File: config.mk
export PLATFORM = sky130hd
export DESIGN_NAME = ibex_wb_buffer
export DESIGN_NICKNAME = d
export VERILOG_FILES = /design/src/rtl/ibex_wb_buffer.sv
export SDC_FILE = /design/constraint.sdc
export NUM_CORES = 1
export LEC_CHECK = 0
export CAP_MARGIN = 20
export CORE_MARGIN = 3
export CORE_UTILIZATION = 50
export CTS_CLUSTER_SIZE = 20
export DETAILED_ROUTE_END_ITERATION = 10
export PLACE_DENSITY = 0.87
export SYNTH_ARGS = -nofsm -noshare
export SYNTH_HDL_FRONTEND = slang
export SYNTH_SLANG_ARGS = --single-unit
export TNS_END_PERCENT = 5
File: constraint.sdc
create_clock -name clk_i -period 4.5 [get_ports clk_i]
set_input_delay 0.9 -clock clk_i [delete_from_list [all_inputs] [get_ports clk_i]]
set_output_delay 0.9 -clock clk_i [all_outputs]
set_load 0.02 [all_outputs]
File: src/rtl/ibex_wb_buffer.sv
// In-order writeback buffer between EX and the register file, with decode hazard/forward lookup (forwarding: IBEX_WB_FWD_EN).
// Latency: an entry pushed at edge N can retire in cycle N+1; a load retires the cycle after its data arrives.
// Backpressure: ex_ready_o = !full from registered count only; a retire in a full cycle does not free the slot early.
module ibex_wb_buffer #(
    parameter int unsigned Depth = 2
) (
    input  logic        clk_i,
    input  logic        rst_i,
    input  logic        ex_valid_i,
    output logic        ex_ready_o,
    input  logic        ex_rf_we_i,
    input  logic [4:0]  ex_rf_waddr_i,
    input  logic [31:0] ex_result_i,
    input  logic        ex_load_i,
    input  logic        lsu_rdata_valid_i,
    input  logic [31:0] lsu_rdata_i,
    input  logic        lsu_err_i,
    output logic        rf_we_o,
    output logic [4:0]  rf_waddr_o,
    output logic [31:0] rf_wdata_o,
    output logic        instr_done_o,
    output logic        load_err_o,
    input  logic [4:0]  rf_raddr_a_i,
    input  logic [4:0]  rf_raddr_b_i,
    output logic        hazard_a_o,
    output logic        hazard_b_o,
    output logic        fwd_valid_a_o,
    output logic        fwd_valid_b_o,
    output logic [31:0] fwd_data_a_o,
    output logic [31:0] fwd_data_b_o
);

    localparam int unsigned PtrW = $clog2(Depth);
    localparam int unsigned CntW = PtrW + 1;
    localparam logic [CntW-1:0] FullCnt = CntW'(Depth);

    typedef struct packed {
        logic        valid;
        logic        we;
        logic [4:0]  waddr;
        logic [31:0] data;
        logic        pending;
        logic        err;
    } wb_entry_t;

    wb_entry_t        entries_q [Depth];
    logic [PtrW-1:0]  wr_ptr_q;
    logic [PtrW-1:0]  rd_ptr_q;
    logic [CntW-1:0]  count_q;

    wb_entry_t        head;
    logic             push;
    logic             pop;
    logic             merge_hit;
    logic [PtrW-1:0]  merge_idx;

    assign head       = entries_q[rd_ptr_q];
    assign pop        = head.valid && !head.pending;
    assign ex_ready_o = (count_q != FullCnt);
    assign push       = ex_valid_i && ex_ready_o;

    assign rf_we_o      = pop && head.we && !head.err;
    assign rf_waddr_o   = pop ? head.waddr : 5'd0;
    assign rf_wdata_o   = pop ? head.data : 32'd0;
    assign instr_done_o = pop;
    assign load_err_o   = pop && head.err;

    // Walk youngest-to-oldest so the last hit is the oldest pending load.
    always_comb begin
        merge_hit = 1'b0;
        merge_idx = '0;
        for (int i = Depth - 1; i >= 0; i--) begin
            if (entries_q[rd_ptr_q + PtrW'(i)].valid && entries_q[rd_ptr_q + PtrW'(i)].pending) begin
                merge_hit = 1'b1;
                merge_idx = rd_ptr_q + PtrW'(i);
            end
        end
    end

    always_ff @(posedge clk_i) begin
        if (rst_i) begin
            wr_ptr_q <= '0;
            rd_ptr_q <= '0;
            count_q  <= '0;
            for (int i = 0; i < Depth; i++) begin
                entries_q[i] <= '0;
            end
        end else begin
            if (lsu_rdata_valid_i && merge_hit) begin
                entries_q[merge_idx].pending <= 1'b0;
                entries_q[merge_idx].err     <= lsu_err_i;
                entries_q[merge_idx].data    <= lsu_err_i ? 32'd0 : lsu_rdata_i;
            end
            if (pop) begin
                entries_q[rd_ptr_q].valid <= 1'b0;
                rd_ptr_q                  <= rd_ptr_q + PtrW'(1);
            end
            // The push slot is never the pop slot or a merge target: it is invalid unless full.
            if (push) begin
                entries_q[wr_ptr_q].valid   <= 1'b1;
                entries_q[wr_ptr_q].we      <= ex_rf_we_i && (ex_rf_waddr_i != 5'd0);
                entries_q[wr_ptr_q].waddr   <= ex_rf_waddr_i;
                entries_q[wr_ptr_q].data    <= ex_load_i ? 32'd0 : ex_result_i;
                entries_q[wr_ptr_q].pending <= ex_load_i;
                entries_q[wr_ptr_q].err     <= 1'b0;
                wr_ptr_q                    <= wr_ptr_q + PtrW'(1);
            end
            case ({push, pop})
                2'b10:   count_q <= count_q + CntW'(1);
                2'b01:   count_q <= count_q - CntW'(1);
                default: count_q <= count_q;
            endcase
        end
    end

    logic [1:0][4:0]  raddr;
    logic [1:0]       hazard;
    logic [1:0]       fwd_vld;
    logic [1:0][31:0] fwd_dat;

    assign raddr[0] = rf_raddr_a_i;
    assign raddr[1] = rf_raddr_b_i;

    // Valid entries are contiguous from rd_ptr, so the last match in this walk is the youngest.
    for (genvar p = 0; p < 2; p++) begin : g_rport
`ifdef IBEX_WB_FWD_EN
        logic      hit;
        wb_entry_t match;
        always_comb begin
            hit   = 1'b0;
            match = '0;
            for (int i = 0; i < Depth; i++) begin
                if (entries_q[rd_ptr_q + PtrW'(i)].valid && entries_q[rd_ptr_q + PtrW'(i)].we &&
                    entries_q[rd_ptr_q + PtrW'(i)].waddr == raddr[p]) begin
                    hit   = 1'b1;
                    match = entries_q[rd_ptr_q + PtrW'(i)];
                end
            end
            if (raddr[p] == 5'd0) begin
                hit = 1'b0;
            end
        end
        assign hazard[p]  = hit && (match.pending || match.err);
        assign fwd_vld[p] = hit && !match.pending && !match.err;
        assign fwd_dat[p] = fwd_vld[p] ? match.data : 32'd0;
`else
        logic hit;
        always_comb begin
            hit = 1'b0;
            for (int i = 0; i < Depth; i++) begin
                if (entries_q[rd_ptr_q + PtrW'(i)].valid && entries_q[rd_ptr_q + PtrW'(i)].we &&
                    entries_q[rd_ptr_q + PtrW'(i)].waddr == raddr[p]) begin
                    hit = 1'b1;
                end
            end
            if (raddr[p] == 5'd0) begin
                hit = 1'b0;
            end
        end
        assign hazard[p]  = hit;
        assign fwd_vld[p] = 1'b0;
        assign fwd_dat[p] = 32'd0;
`endif
    end

    assign hazard_a_o    = hazard[0];
    assign hazard_b_o    = hazard[1];
    assign fwd_valid_a_o = fwd_vld[0];
    assign fwd_valid_b_o = fwd_vld[1];
    assign fwd_data_a_o  = fwd_dat[0];
    assign fwd_data_b_o  = fwd_dat[1];

endmodule
==> results of run 1 <==
==> through the flow <==
stage | power (uW) | hold WS, ps | utilization
floorplan | 1765 | 458.3 | -
global placement | 2001 | 470.2 | 0.6182
detailed placement | 2038 | 484.8 | 0.6182
CTS | 2816 | 493.2 | 0.6473
global route | 2931 | 533.4 | 0.6486
finish | 2815 | 490.9 | 0.6486
==> cell usage after synthesis (all sizes together) <==
master  count
or4         1
dfxtp       9
mux2i      44
clkbuf     21
o21a        1
or3         1
inv         4
a31o        1
nor4b       1
nand2b     34
nor2b      34
buf        83
and4        1
xor2       15
xnor2       9
nand3b      1
a21oi       1
nand4       5
nor3        5
ha          1
nor4        3
a21boi      1
a31oi       1
nand2      76
o31ai      65
and2       12
edfxtp     78
nand3       6
nor3b       4
nor2       48
o21bai      1
o21ai       9
conb        1
==> registers in the layout, indices dropped and copies added (netlist names), named ones only <==
register / cells
count_q: 2
entries_q: 82
rd_ptr_q: 1
wr_ptr_q: 1
==> area by class of cell <==
class	instances	share of cell area
Clock inverter	6	0.01305
Sequential cell	87	0.3558
Tap cell	140	0.02470
Inverter	4	0.002117
Multi-Input combinational cell	447	0.3835
Timing Repair Buffer	135	0.1891
Clock buffer	9	0.03175
==> routing by layer <==
layer	vias to the layer above	share of wire	track usage
li1	2096	-	-
met1	2109	0.38	0.2420
met2	197	0.53	0.3774
met3	33	0.059	0.02372
met4	0	0.025	0.08093
met5	-	0	0
==> worst max path at each step <==
stage / from / endpoint / cells after the start
2_1_floorplan: ex_valid_i / entries_q[0][10] / 3
3_3_place_gp: rf_raddr_b_i[1] / hazard_b_o / 6
3_5_place_dp: rf_raddr_a_i[0] / hazard_a_o / 6
4_1_cts: rf_raddr_a_i[0] / hazard_a_o / 6
5_1_grt: rf_raddr_a_i[3] / hazard_a_o / 6
6_report: rf_raddr_a_i[0] / hazard_a_o / 6
==> cells by family (layout without fill, tap and decap cells) <==
kind of cell / Yosys count / count (layout) / synth area share
multiplexers: 44 / 44 / 0.08048
AO/OA/AOI/OAI: 80 / 80 / 0.1059
AND/OR/NAND/NOR: 232 / 232 / 0.2072
other: 1 / 66 / 0.0006626
adder cells (fa/ha/maj): 1 / 1 / 0.002211
XOR/XNOR: 24 / 24 / 0.03714
buffers and inverters: 108 / 154 / 0.1207
flip-flops: 87 / 87 / 0.4457
==> tightest hold or removal path, delay by kind of cell (launching register included) <==
| family | cells | cell delay (ps) |
|---|---|---|
| AOI/OAI and AO/OA | 2 | 130 |
| DFF | 1 | 310 |
==> power groups by stage <==
| stage | Sequential (uW) | Clock [uW] | Combinational [uW] |
|---|---|---|---|
| 6_report | 1110 | 782 | 922 |
| 5_1_grt | 1120 | 820 | 988 |
| 4_1_cts | 1110 | 788 | 919 |
| 3_5_place_dp | 1130 | 0 | 911 |
| 3_3_place_gp | 1120 | 0 | 885 |
| 2_1_floorplan | 1090 | 0 | 679 |
==> impl_metrics.ini, run 1 <==
[run]
max-cap-violations = 0

[detailed_routing]
via_count = 4435
postRouteWirelength_mm = 13.51
drc = 0
via_per_inst = 5.356
first_iter_violations = 331
post_drt_wl_per_cell_um = 16.31
dr.pass1.iters = 5
final_antenna_net_count = 0

[cells_and_area]
final_common_cell = clkdlybuf4s50_1
final_cell_count_no_fill = 828
syn_to_final_growth_pct = 25.34
drive_above_1_share = 0.05814
regArea_sq_um = 2524
layout.nets = 771
n_fill_cell = 821
fin_area_sq_um = 7093
multiInputGateArea_sq_um = 2720
mostFrequentLayoutCells = clkdlybuf4s50_1 (128), edfxtp_1 (78), nand2_1 (73), conb_1 (66), o31ai_1 (64)
diodes = 0

[sta]
rsz0062_at_grt = no
relSlewSlack = 0.3683
tightest_slew_ps = 943.9
fin_ws_ps = 714.8
setup_tns_ps = 0
setup_viol = 0
slew_viol_final = 0
final-hold-violation-count = 0
fin_crit_ps = 3785
finalCritPeriodShare = 0.8412
fmax_mhz = 264.2
clock_skew_ps = 10.64

[placed_design]
gp_congestion = 0.8450
place_area_sq_um = 6760
port-buffer-count = 128
dpl.hpwl_mm = 9.325
dp.cells = 812
dpl_worst_slack_ps = 825.4

[die]
core_sq_um = 10940
rows = 38
pin_count = 195
die_area_sq_um = 12630
die_h_um = 112.4
die_w_um = 112.4
start_util = 0.5175

[clock_tree]
cts_tree = built
cts-buffers-inserted = 9
post_cts_buffers = 0
postCtsResizedCells = 0
clk_pin_slew_ps = 60
cts_root_buf = clkbuf_16
ctsHtreeMaxLevel = 3
cts_max_path_buffers = 2
cts.sink_count = 87
ctsHoldBuffers = 0
clk_latency_ps = 330

[setup_path]
cp_max_fo = 3
crit_type = input port to output pin
endpoint_kind = output pin
r2r_slack_ps = 1070
cpLargestDelayFamily = buffers and inverters
path_cells = clkdlybuf4s50_1 > xnor2_1 > nor4_1 > nand4_1 > o21ai_1 > clkdlybuf4s50_1
rr_worst_depth = 5
worstPathRequired_ps = 3600
critical_path_buf_inv_count = 2
slowest_stage = clkdlybuf4s50_1
arrival_ps = 2890
r2r_end = entries_q[1][30]
crit_path_frequent_cell = clkdlybuf4s50_1
slowest_delay_ps = 680
critPathLaunchType = input port

[pwr]
intPower_uw = 1895
leakage_uw = 0.002511
powerDensity_nw_per_um2 = 396.8
swShare = 0.3269
pwr-share-clk = 0.278
power_frac_seq = 0.395
p_sw_uw = 920.1
pwr-share-comb = 0.327
peakVddDrop_uv = 203.6

[logic_synthesis]
synth_area_leaders = edfxtp_1 (41%), buf_4 (8.9%), o31ai_1 (8.5%)
netlist_instances = 577
synth_top_area_frac = 0.4139
yosys_warnings = 0
ys_types = 43
yosysSeqAreaShare = 0.4457
synth.ff_latch_count = 87
synth_top_cell_by_area = edfxtp_1
synth.avg_cell_area_sq_um = 9.808
syn_area_sq_um = 5659

[global_route]
grt-ovfl-total = 0
first_global_vias = 4371
grt_max_degree = 72
grt_usage = 0.2046
antenna_found_initial = 0
grt_pass1_wl_mm = 20.93

[min_path]
whs_path_depth = 2
whs_endpoint = count_q[1]
min_from = count_q[1]
hold_class = flop to flop

[outcome]
status = completed
No activity file was read; power rests on OpenSTA's default activity.
==> run 2: changes to the inputs <==
--- a/config.mk
+++ b/config.mk
@@ -7,10 +7,10 @@
 export LEC_CHECK = 0
 export CAP_MARGIN = 20
 export CORE_MARGIN = 3
-export CORE_UTILIZATION = 50
+export CORE_UTILIZATION = 46
 export CTS_CLUSTER_SIZE = 20
 export DETAILED_ROUTE_END_ITERATION = 10
-export PLACE_DENSITY = 0.87
+export PLACE_DENSITY = 0.81
 export SYNTH_ARGS = -nofsm -noshare
 export SYNTH_HDL_FRONTEND = slang
 export SYNTH_SLANG_ARGS = --single-unit
==> constraint.sdc (replaced) <==
create_clock -name clk_i -period 3.85 [get_ports clk_i]
set_input_delay 0.77 -clock clk_i [delete_from_list [all_inputs] [get_ports clk_i]]
set_output_delay 0.77 -clock clk_i [all_outputs]
set_load 0.02 [all_outputs]
==> run 2 against run 1 <==
Net effect:
- hold slack better by 9.8 ps
- register-to-register slack worse by 60 ps
- non-clock buffer count is 5 higher
- wire length is 2.3% higher
- clock-buffer cell count stayed put
- utilization is 4.2 points lower
- first-iteration DRC count is 3.6% lower
- clock skew hardly changed
- global-route usage is 0.83 points lower
- critical path type is now flop to output pin
==> impl_metrics.ini, run 2 (same netlist as run 1, synthesis figures left out) <==
[cells_and_area]
diodes = 0
fin_area_sq_um = 7108
layout.nets = 776
syn_to_final_growth_pct = 25.60
final_common_cell = clkdlybuf4s50_1
largest_reg_flops = 82
drive_above_1_share = 0.06484
top_regs = entries_q (82), count_q (2)
largest-register = entries_q
regArea_sq_um = 2524
n_fill_cell = 929
mostFrequentLayoutCells = clkdlybuf4s50_1 (128), edfxtp_1 (78), nand2_1 (73), conb_1 (66), o31ai_1 (64)
multiInputGateArea_sq_um = 2720

[sta]
setup_tns_ps = 0
final-hold-violation-count = 0
clock_skew_ps = 10.15
tightest_slew_ps = 1053
rsz0062_at_grt = no
fmax_mhz = 282.6
setup_viol = 0
slew_viol_final = 0
finalCritPeriodShare = 0.9191
fin_crit_ps = 3539
relSlewSlack = 0.2909

[clock_tree]
ctsHtreeMaxLevel = 3
clk_pin_slew_ps = 60
cts_root_buf = clkbuf_16
cts_max_path_buffers = 2
cts_tree = built
cts.sink_count = 87
ctsHoldBuffers = 0
cts-buffers-inserted = 9
postCtsResizedCells = 0
clk_latency_ps = 340
post_cts_buffers = 0

[die]
die_w_um = 116.9
die_h_um = 116.9
core_sq_um = 11710
pin_count = 195
die_area_sq_um = 13670
rows = 39
start_util = 0.4832

[detailed_routing]
met1_length_mm = 5.331
top_layer_used = met4
via_count = 4421
via_per_inst = 5.282
first_iter_violations = 319
postRouteWirelength_mm = 13.82
met2_length_mm = 7.415
wl_met3_um = 861
drc = 0
final_antenna_net_count = 0
dr.pass1.iters = 5
post_drt_wl_per_cell_um = 16.51

[pwr]
peakVddDrop_uv = 211.8
powerDensity_nw_per_um2 = 457.5
leakage_uw = 0.002516

[min_path]
whs_endpoint = count_q[1]
hold_class = flop to flop
min_from = count_q[1]
whs_path_depth = 2

[global_route]
antenna_found_initial = 0
grt_pass1_wl_mm = 20.89
first_global_vias = 4227
grt_usage = 0.1963
grt_max_degree = 70
grt-ovfl-total = 0

[setup_path]
worstPathRequired_ps = 3080
endpoint_kind = output pin
startpoint = rd_ptr_q
cp_max_fo = 15
rr_worst_depth = 5
r2r_start = count_q[0]
r2r_slack_ps = 1010
arrival_ps = 2770
critPathLaunchType = flop
crit_type = flop to output pin
r2r_end = entries_q[0][17]

[placed_design]
dpl.hpwl_mm = 9.725
place_area_sq_um = 6802
gp_congestion = 0.8322
port-buffer-count = 128

[run]
max-cap-violations = 0

[outcome]
status = completed
run 2: cell type report:
type	count	area share
Tap cell	143	0.02517
Multi-Input combinational cell	447	0.3827
Clock buffer	9	0.03168
Clock inverter	7	0.009857
Inverter	4	0.002112
Timing Repair Buffer	140	0.1935
Sequential cell	87	0.3550
run 2: worst max path at each step:
stage	to	slack, ps
6_report	hazard_a_o	310
2_1_floorplan	entries_q[0][10]	1110
3_5_place_dp	entries_q[0][14]	400
3_3_place_gp	entries_q[0][15]	530
4_1_cts	hazard_a_o	350
5_1_grt	hazard_a_o	190
run 2: where the power goes:
group	internal [uW]	switching, uW
clock	503	359
sequential	1200	111
combinational	457	626
run 2: critical path, stage by stage (launching register included):
cell,delay (ps)
dfxtp_1,780
mux2i_1,460
xor2_1,240
nand3_1,130
o21ai_1,170
clkdlybuf4s50_1,640
run 2: metrics by stage:
| stage | setup WS, ps | std cells | utilization | hold slack, ps | total power (uW) |
|---|---|---|---|---|---|
| 2_1_floorplan | 1107 | 642 | - | 458.3 | 2063 |
| 3_3_place_gp | 528.7 | 820 | 0.5808 | 470.9 | 2363 |
| 3_5_place_dp | 400.3 | 820 | 0.5808 | 483.1 | 2400 |
| 4_1_cts | 352.7 | 836 | 0.6060 | 498.3 | 3259 |
| 5_1_grt | 192.3 | 837 | 0.6069 | 546.8 | 3408 |
| 6_report | 311.4 | 837 | 0.6069 | 500.7 | 3252 |
run 2: metal layers:
layer,up-vias,track usage
met3,17,0.03753
li1,2115,-
met2,167,0.3587
met5,-,0
met1,2122,0.2361
met4,0,0.05352
==> run 3: changes to the inputs <==
--- a/config.mk
+++ b/config.mk
@@ -11,6 +11,7 @@
 export CTS_CLUSTER_SIZE = 20
 export DETAILED_ROUTE_END_ITERATION = 10
 export PLACE_DENSITY = 0.81
+export SLEW_MARGIN = 20
 export SYNTH_ARGS = -nofsm -noshare
 export SYNTH_HDL_FRONTEND = slang
 export SYNTH_SLANG_ARGS = --single-unit
==> run 3 against run 2 <==
Net effect:
- critical path depth is the same
- sequential cell count unchanged
- register-to-register slack improved by 50 ps
- clock skew up 0.55 ps
- total power is 0.12% lower
- wire length shrank 0.59%
- clock-buffer cell count unchanged
- cell area shrank 0.23%
- die area unchanged
- sequential power hardly changed
- fmax up 1.2%
- cell count shrank 0.12%
- highest routed layer unchanged
==> impl_metrics.ini, run 3 (same netlist as run 1, synthesis figures left out) <==
[detailed_routing]
post_drt_wl_per_cell_um = 16.43
final_antenna_net_count = 0
first_iter_violations = 309
via_count = 4445
dr.pass1.iters = 5
via_per_inst = 5.317
postRouteWirelength_mm = 13.73
drc = 0

[cells_and_area]
final_common_cell = clkdlybuf4s50_1
largest-register = entries_q
n_fill_cell = 928
syn_to_final_growth_pct = 25.32
layout.nets = 775
drive_above_1_share = 0.06494
largest_reg_flops = 82
regArea_sq_um = 2524
diodes = 0
top_regs = entries_q (82), count_q (2)
mostFrequentLayoutCells = clkdlybuf4s50_1 (127), edfxtp_1 (78), nand2_1 (73), conb_1 (66), o31ai_1 (64)
multiInputGateArea_sq_um = 2720

[global_route]
grt-ovfl-total = 0
first_global_vias = 4227
grt_usage = 0.1963
grt_max_degree = 70
grt_pass1_wl_mm = 20.89
antenna_found_initial = 0

[sta]
fin_crit_ps = 3496
relSlewSlack = 0.3385
fmax_mhz = 286.1
clock_skew_ps = 10.70
tightest_slew_ps = 981.9
setup_tns_ps = 0
final-hold-violation-count = 0
rsz0062_at_grt = no
setup_viol = 0
finalCritPeriodShare = 0.9080
slew_viol_final = 0

[clock_tree]
clk_pin_slew_ps = 60
cts_root_buf = clkbuf_16
cts_max_path_buffers = 2
cts_tree = built
cts-buffers-inserted = 9
ctsHoldBuffers = 0
postCtsResizedCells = 0
ctsHtreeMaxLevel = 3
post_cts_buffers = 0
clk_latency_ps = 330
cts.sink_count = 87

[outcome]
status = completed

[setup_path]
arrival_ps = 2730
slowest_delay_ps = 770
worstPathRequired_ps = 3080
rr_worst_depth = 5
path_cells = mux2i_1 > xor2_1 > nand4_1 > o21ai_1 > clkdlybuf4s50_1
cpLargestDelayFamily = flip-flops
cp_max_fo = 15
slowest_stage = dfxtp_1
cp.depth = 5
critPathLaunchType = flop
critical_path_buf_inv_count = 1
crit_type = flop to output pin
endpoint_kind = output pin

[die]
die_h_um = 116.9
pin_count = 195
core_sq_um = 11710
die_w_um = 116.9
die_area_sq_um = 13670
start_util = 0.4832
rows = 39

[min_path]
whs_path_depth = 2
hold_class = flop to flop

[placed_design]
port-buffer-count = 128
dpl.hpwl_mm = 9.725
gp_congestion = 0.8322

[pwr]
total_power_uw = 3248
leakage_uw = 0.002510
powerDensity_nw_per_um2 = 458.0
peakVddDrop_uv = 211.2

[run]
max-cap-violations = 0
-- run 3: changes by cell type in the layout (fill, tap and decap cells not counted), sizes merged --
cell	previous run	this run
clkdlybuf4s50	128	127
-- run 3: layout make-up --
class,instances,area share
inverter,4,0.002117
multi-input combinational,447,0.3836
timing repair buffer,139,0.1916
clock inverter,7,0.009880
tap,143,0.02523
sequential,87,0.3559
clock buffer,9,0.03176
-- run 3: per-stage QoR --
stage	util	setup WS, ps	instances	hold WS, ps	instance area, sq um
CTS	0.6060	352.7	836	498.3	7097
global route	0.6056	192.3	836	546.8	7092
detailed placement	0.5808	400.3	820	483.1	6802
floorplan	-	1107	642	458.3	5903
finish	0.6056	354.2	836	500.8	7092
global placement	0.5808	528.7	820	470.9	6802
-- run 3: power by group --
part | internal [uW] | switching, uW | total (uW)
combinational | 456 | 624 | 1080
sequential | 1200 | 111 | 1310
clock | 503 | 358 | 861
-- run 3: per-layer routing --
metal | track usage | part of all wire
met1 | 0.2361 | 0.38
met2 | 0.3587 | 0.54
met3 | 0.03753 | 0.062
met4 | 0.05352 | 0.015
met5 | 0 | 0
-- run 3: path summary, 6_finish.rpt --
| kind | from | end | slack [ps] |
|---|---|---|---|
| worst max register to register | count_q[0] | entries_q[0][7] | 1060 |
| worst min register to register | count_q[1] | count_q[1] | 500 |
| worst min-delay path | count_q[1] | count_q[1] | 500 |
| worst max-delay path | rd_ptr_q | hazard_a_o | 350 |
-- run 3: worst min-delay path, delay by kind of cell, from the launching register on --
kind               cells  cell delay (ps)
DFF                    1              320
AOI/OAI and AO/OA      2              130
